File: src/rtl/memport_pkg.sv
// Shared types and constants for the memory-port arbiter.
package memport_pkg;

  // Which master a read response belongs to.
  typedef enum logic {
    OWN_FETCH = 1'b0,
    OWN_DATA  = 1'b1
  } owner_e;

  // One entry of the read-latency pipeline.
  typedef struct packed {
    logic   valid;
    owner_e owner;
  } tag_t;

  // Legal RAM read latencies.
  localparam int RD_LAT_MIN = 1;
  localparam int RD_LAT_MAX = 3;

  // Keeps the tag pipeline depth inside the legal latency range.
  function automatic int clamp_rd_lat(input int lat);
    if (lat < RD_LAT_MIN) return RD_LAT_MIN;
    if (lat > RD_LAT_MAX) return RD_LAT_MAX;
    return lat;
  endfunction

endpackage

File: src/rtl/memport_tagpipe.sv
// Shift register of read tags that follows each access through the RAM latency.
module memport_tagpipe
  import memport_pkg::*;
#(
  parameter int DEPTH = 1
) (
  input  logic clk_i,
  input  logic rst_i,
  input  tag_t tag_i,
  output tag_t tag_o
);

  tag_t stage_q [DEPTH];

  // Shift one stage per cycle; reset drops every in-flight tag.
  always_ff @(posedge clk_i or posedge rst_i) begin
    if (rst_i) begin
      for (int i = 0; i < DEPTH; i++) begin
        stage_q[i] <= '{valid: 1'b0, owner: OWN_FETCH};
      end
    end else begin
      stage_q[0] <= tag_i;
      for (int i = 1; i < DEPTH; i++) begin
        stage_q[i] <= stage_q[i-1];
      end
    end
  end

  assign tag_o = stage_q[DEPTH-1];

endmodule

File: src/rtl/memport_arb.sv
// Single-port RAM arbiter shared by the fetch and data masters.
//
// Handshake: a master raises its req with address/data and holds them stable
// until the cycle its gnt is high; that cycle is the transfer. Read results
// come back as a one-cycle valid pulse with data, in issue order, and there is
// no backpressure on valid -- masters must take it the cycle it pulses.
module memport_arb
  import memport_pkg::*;
#(
  parameter int DATA_W    = 16,
  parameter int ADDR_W    = 6,
  parameter int RD_LAT    = 1,
  parameter bit PRIO_DATA = 1'b1
) (
  input  logic              clk_i,
  input  logic              rst_i,
  // fetch master
  input  logic              ireq_i,
  input  logic [ADDR_W-1:0] iaddr_i,
  output logic              ignt_o,
  output logic              ivalid_o,
  output logic [DATA_W-1:0] idata_o,
  // data master
  input  logic              dreq_i,
  input  logic              dwe_i,
  input  logic [ADDR_W-1:0] daddr_i,
  input  logic [DATA_W-1:0] ddin_i,
  output logic              dgnt_o,
  output logic              dvalid_o,
  output logic [DATA_W-1:0] ddata_o,
  // RAM side
  output logic [ADDR_W-1:0] maddr_o,
  output logic [DATA_W-1:0] mdin_o,
  output logic              mwe_o,
  input  logic [DATA_W-1:0] mdout_i,
  // arbiter state: 1 = data port won the last conflict
  output logic              last_gnt_o
);

  // The tag pipe covers the RAM latency; the valid/data output registers
  // below are the final stage, giving RD_LAT+1 cycles from grant to valid.
  localparam int PIPE_DEPTH = clamp_rd_lat(RD_LAT);

  owner_e            last_gnt_q, last_gnt_d;
  logic              ignt, dgnt;
  logic [ADDR_W-1:0] maddr_q, maddr_d;
  logic [DATA_W-1:0] mdin_q, mdin_d;
  logic              mwe;
  tag_t              tag_in, tag_out;
  logic              resp_fetch, resp_data;
  logic              ivalid_q, dvalid_q;
  logic [DATA_W-1:0] idata_q, ddata_q;

  // Arbitration: single requester wins; conflicts go to data or alternate.
  always_comb begin
    ignt       = 1'b0;
    dgnt       = 1'b0;
    last_gnt_d = last_gnt_q;
    if (!rst_i) begin
      if (ireq_i && dreq_i) begin
        if (PRIO_DATA) begin
          dgnt = 1'b1;
        end else if (last_gnt_q == OWN_DATA) begin
          ignt       = 1'b1;
          last_gnt_d = OWN_FETCH;
        end else begin
          dgnt       = 1'b1;
          last_gnt_d = OWN_DATA;
        end
      end else begin
        ignt = ireq_i;
        dgnt = dreq_i;
      end
    end
  end

  // RAM mux: the granted port drives the RAM; otherwise address/data hold.
  always_comb begin
    maddr_d = maddr_q;
    mdin_d  = mdin_q;
    mwe     = 1'b0;
    if (dgnt) begin
      maddr_d = daddr_i;
      mdin_d  = ddin_i;
      mwe     = dwe_i;
    end else if (ignt) begin
      maddr_d = iaddr_i;
    end
  end

  // Tag for this cycle's access: only reads expect a response.
  always_comb begin
    tag_in.valid = ignt || (dgnt && !dwe_i);
    tag_in.owner = dgnt ? OWN_DATA : OWN_FETCH;
  end

  // Arbiter state and held RAM address/data.
  always_ff @(posedge clk_i or posedge rst_i) begin
    if (rst_i) begin
      last_gnt_q <= OWN_DATA;
      maddr_q    <= '0;
      mdin_q     <= '0;
    end else begin
      last_gnt_q <= last_gnt_d;
      maddr_q    <= maddr_d;
      mdin_q     <= mdin_d;
    end
  end

  memport_tagpipe #(
    .DEPTH(PIPE_DEPTH)
  ) u_tagpipe (
    .clk_i(clk_i),
    .rst_i(rst_i),
    .tag_i(tag_in),
    .tag_o(tag_out)
  );

  assign resp_fetch = tag_out.valid && (tag_out.owner == OWN_FETCH);
  assign resp_data  = tag_out.valid && (tag_out.owner == OWN_DATA);

  // Capture RAM read data for the owning port and pulse its valid.
  always_ff @(posedge clk_i or posedge rst_i) begin
    if (rst_i) begin
      ivalid_q <= 1'b0;
      dvalid_q <= 1'b0;
      idata_q  <= '0;
      ddata_q  <= '0;
    end else begin
      ivalid_q <= resp_fetch;
      dvalid_q <= resp_data;
      if (resp_fetch) idata_q <= mdout_i;
      if (resp_data)  ddata_q <= mdout_i;
    end
  end

  assign ignt_o     = ignt;
  assign dgnt_o     = dgnt;
  assign maddr_o    = maddr_d;
  assign mdin_o     = mdin_d;
  assign mwe_o      = mwe;
  assign ivalid_o   = ivalid_q;
  assign dvalid_o   = dvalid_q;
  assign idata_o    = idata_q;
  assign ddata_o    = ddata_q;
  assign last_gnt_o = (last_gnt_q == OWN_DATA);

endmodule

File: config.mk
export PLATFORM = sky130hd
export DESIGN_NAME = memport_arb
export DESIGN_NICKNAME = d
export VERILOG_FILES = /design/src/rtl/memport_pkg.sv /design/src/rtl/memport_tagpipe.sv /design/src/rtl/memport_arb.sv
export SDC_FILE = /design/constraint.sdc
export NUM_CORES = 1
export LEC_CHECK = 0
export ABC_AREA = 1
export CORE_MARGIN = 1.5
export CORE_UTILIZATION = 30
export DETAILED_ROUTE_END_ITERATION = 12
export GPL_ROUTABILITY_DRIVEN = 0
export MAX_ROUTING_LAYER = met4
export PLACE_DENSITY = 0.72
export SLEW_MARGIN = 20
export SYNTH_ARGS = -nofsm -noshare
export SYNTH_HDL_FRONTEND = slang
export SYNTH_SLANG_ARGS = --single-unit
File: constraint.sdc
create_clock -name clk_i -period 2.1 [get_ports clk_i]
set_input_delay 0.315 -clock clk_i [delete_from_list [all_inputs] [get_ports clk_i]]
set_output_delay 0.315 -clock clk_i [all_outputs]
set_load 0.005 [all_outputs]
Word level (Yosys, flattened, before mapping)
Index checks and enable logic that the tools add are counted.
{ "word_totals": {"regBits": 58, "latchBits": 0, "ram_bits": 0, "romBits": 0, "input_bits": 49, "elab_cells": 24, "n_memories": 0} }
{ "classes": {"n_addsub": 0, "multipliers": 0, "n_div": 0, "magnitude_cmp": 0, "eq_ne": 0, "shifts": 0, "muxes": 9, "bitwise": 1, "n_reduce_logical": 6} }
{ "op_table": {"columns": ["cell", "n"], "rows": [
  ["16-bit two-way mux", 1],
  ["6-bit two-way mux", 2],
  ["1-bit two-way mux", 6],
  ["1-bit logical AND", 4],
  ["1-bit zero test", 1],
  ["1-bit logical OR", 1],
  ["1-bit inverter", 1]
]} }

Longest topological paths before layout
{ "depth": {"word_depth": 5, "ltp_mapped": 6} }

Modules after synthesis
From an unflattened synthesis, not the netlist that was laid out.
{ "hier_totals": {"hier_cells": 250, "hier_area_um2": 2292.2} }
{ "by_module_without_submodules": {"columns": ["module", "n_inst", "cells_per_inst", "area_each_um2", "seq_area_each_um2"], "rows": [
  ["memport_arb", 1, 247, 2238.4, 1401.3],
  ["memport_tagpipe", 1, 3, 53.8, 50.0]
]} }

Least setup slack after synthesis
OpenSTA, ideal clock, no wires.
{ "synth_timing": {"path_type": "input -> output", "from": "input port rst_i", "to": "output port maddr_o[2]", "arrival_ps": 1692, "slack_ps": 93, "stages": 6, "n_path_buf": 1, "cell_sequence": "inv_2 > nand2_2 > inv_2 > buf_4 > nand2_1 > nand3_1"} }
{ "synth_between": {"elab_chain_cells": 3} }
{ "synth_rtl": {"columns": ["element", "line_no", "source"], "rows": [
  ["from (decl)", "memport_arb.sv:16", "input logic rst_i,"],
  ["1-bit two-way mux", "memport_arb.sv:59", "if (!rst_i) begin"],
  ["6-bit two-way mux", "memport_arb.sv:86", "end else if (ignt) begin"],
  ["6-bit two-way mux (*)", "memport_arb.sv:82", "if (dgnt) begin"],
  ["to (decl)", "memport_arb.sv:32", "output logic [ADDR_W-1:0] maddr_o,"]
]} }
Every way passes the cells marked *; elsewhere a longest branch is shown, timed or not.

Worst setup path in the final report
{ "layout_timing": {"from": "input port rst_i", "to": "output port mdin_o[4]"} }
{ "layout_between": {"elab_chain_cells": 2} }
{ "layout_rtl": {"columns": ["element", "line_no", "source"], "rows": [
  ["1-bit two-way mux", "memport_arb.sv:59", null],
  ["16-bit two-way mux", "memport_arb.sv:82", null],
  ["to (decl)", "memport_arb.sv:33", "output logic [DATA_W-1:0] mdin_o,"]
]} }
Every way passes these cells.

==> results.txt <==
----------------------------------------------------
[Timing]
  Setup repair after global routing missed its margin ... false
  Final worst path period need ... 1920 ps
  Fin crit share ... 0.914
  Highest attainable clock frequency ... 521 MHz
  Number of hold-slack violations in the final timing report ... 0
  Maximum clock skew at final layout ... 4.21 ps
  Post-route setup TNS ... 0 ps
  Max Transition Viols Final ... 0
  Number of setup violations in the final report ... 0

[Final layout]
  Antenna Cells ... 0
  Cell Count, Final, Fillers Out ... 474
  Filler Cells Inserted ... 715
  Synthesis-to-layout area growth ... 63.9%
  Share of layout cells above drive strength 1 ... 0.155
  Multi-input gate area ... 678 um2
  Post-layout nets ... 419
  Total area of sequential cells ... 1450 um2

[Logic synthesis]
  Synthesized netlist cell count ... 239
  Register bit total from synthesis ... 58
  Synthesized area ... 2310 um2
  Sequential share of the synthesized area ... 0.627
  Cell with the most instances after synthesis ... nand2_1
  Count of flip-flops with a built-in enable after synthesis ... 0
  Post-Syn Nets ... 288
  Cell type with the highest aggregate area in the netlist ... dfrtp_1
  Share of the synthesized area in the top cell type ... 0.627
  Most numerous cell types in the synthesized netlist ... 88 x nand2_1, 58 x dfrtp_1, 22 x inv_1
  Post-synthesis average cell area ... 9.69 um2
  Proportion of synthesized flip-flops having asynchronous set or reset ... 1.00
  Number of unique standard cell types used by synthesis ... 16
  Dominant cells by area after synthesis ... dfrtp_1 63%, nand2_1 14%, o21ai_2 6.1%
  Count of yosys warnings during synthesis ... 0
  Main synth FF type ... dfrtp_1

[Clock network]
  Max H-tree Level ... 3
  Deepest clock path buffer count ... 2
  Clock-pin slew on the worst setup and hold paths ... 60 ps
  Root Buffer ... clkbuf_8
  Source-to-sink clock delay at the later pin of the worst-skew pair ... 320 ps
  Clock tree sinks ... 58
  TritonCTS buffer count ... 9
  Count of hold buffers inserted by post-cts repair ... 0
  CTS tree ... done

[GRT]
  Remaining global-route overflow ... 0
  Global router's overall resource usage ... 0.150
  Number of global-route vias before repair ... 2120
  Maximum number of pins on one net before global-route repair ... 35
  Global-route wire length before repair ... 9.56 mm
  Initial antenna violation count ... 0

[Setup path]
  Setup Crit Path Kind ... in -> out
  Worst Reg2Reg Path Length in Cells ... 4
  Kind of end point of the critical path ... output port
  Worst EP required ... 1780 ps
  Data arrival time of the critical path ... 1600 ps
  Type of origin of the critical path ... primary input
  Maximum net fanout on the critical path ... 18

[Detailed routing]
  Starting DRT DRC Count ... 49
  Routed Wire Length ... 5.65 mm
  Detailed Routing Iterations Pass 1 ... 4
  DRC violation count after routing ... 0
  Detail-routed net length per standard cell ... 11.9 um
  Detailed-route vias per instance ... 4.28
  Antenna-violating nets left ... 0
  Vias post-DR ... 2028

[Die]
  Number of top-level pins ... 109
  Die outline area ... 8250 um2
  Die X ... 90.8 um
  Core Rows ... 31
  Vertical die dimension ... 90.8 um
  CORE AREA ... 7370 um2
  Initial standard-cell utilization of the core ... 0.314

[Placed design]
  Number of port buffers ... 107
  Post-DP HPWL ... 4.09 mm
  Placed Cells ... 452

[Hold path]
  Class of the worst hold path ... in -> async

[Job]
  Max-cap check violation count ... 0

[Power]
  Power per standard cell area ... 807 nW/um2
  Leakage ... 1.93 nW
  Sum of internal, switching and leakage power ... 3.06 mW
  IR drop worst, VDD ... 0.000401 V

[Status]
  Result of the run ... completed

----------------------------------------------------
state kept, by name (all words and copies together) (netlist names):
signal / flops
maddr_q: 6
ivalid_o: 1
idata_o: 16
u_tagpipe.tag_o: 2
dvalid_o: 1
ddata_o: 16
mdin_q: 16
layout by cell type, fill, tap and decap left out, drive strengths merged:
| master | n |
|---|---|
| nand2 | 89 |
| clkdlybuf4s50 | 82 |
| dfrtp | 58 |
| o21ai | 33 |
| buf | 26 |
| inv | 24 |
| dlygate4sd2 | 22 |
| nand3 | 13 |
| clkbuf | 13 |
| nand4 | 6 |
| clkinv | 3 |
| dlymetal6s2s | 3 |
| or2 | 1 |
| nor2 | 1 |
| conb | 1 |
final cells by class:
type | count | share of cell area
Clock buffer | 13 | 0.0392
Clock inverter | 3 | 0.00396
Inverter | 24 | 0.0237
Multi-Input combinational cell | 144 | 0.179
Sequential cell | 58 | 0.382
Tap cell | 99 | 0.0326
Timing Repair Buffer | 133 | 0.339
layer usage:
metal	vias to the layer above	GRT usage	share of wire
met5	-	-	0
met4	0	0.0469	0.012
met2	86	0.248	0.48
met1	926	0.173	0.44
met3	6	0.0471	0.067
li1	1010	-	-
critical path, cell delays in order:
cell and delay, ps:
dlygate4sd2_1 240, inv_2 70, nand2_2 110, buf_12 110
buf_12 130, nand2_1 50, nand2_1 80, clkdlybuf4s50_1 500
report_power, final:
part	leakage, nW	internal (mW)	switching (mW)
clock	0.0872	0.455	0.396
combinational	1.13	0.506	0.305
sequential	0.717	1.31	0.0907
total	1.93	2.27	0.791
through the flow:
step / utilization / area (um2) / hold WS, ps / setup slack, ps
3_3_place_gp: 0.487 / 3590 / 461 / -61.8
4_1_cts: 0.514 / 3790 / 170 / 11.5
6_report: 0.515 / 3790 / 188 / 180
3_5_place_dp: 0.487 / 3590 / 462 / -99.3
2_1_floorplan: - / 2310 / 425 / 92.7
5_1_grt: 0.515 / 3790 / 192 / 103
cells by family after synthesis:
group           Yosys count  share of synthesized area
flops                    58                      0.627
simple gates            110                      0.194
compound gates           33                     0.0973
other cells               1                    0.00162
buf+inv                  37                     0.0800
worst paths after layout:
kind	from	to	slack (ps)
min	rst_i	maddr_q[1]	190
max in group asynchronous	rst_i	idata_o[11]	1390
min reg2reg	mdin_q[2]	mdin_q[2]	470
min in group clk_i	ireq_i	maddr_q[5]	460
max reg2reg	u_tagpipe.tag_o[0]	idata_o[14]	940
max	rst_i	mdin_o[4]	180
repair_timing:
action / CTS / global route
pin swaps: 0 / 1
setup endpoints to repair: 23 / 3
buffers inserted: 6 / 0
gates resized for setup: 23 / 3
Note: power is estimated with default switching activity, not from simulation.
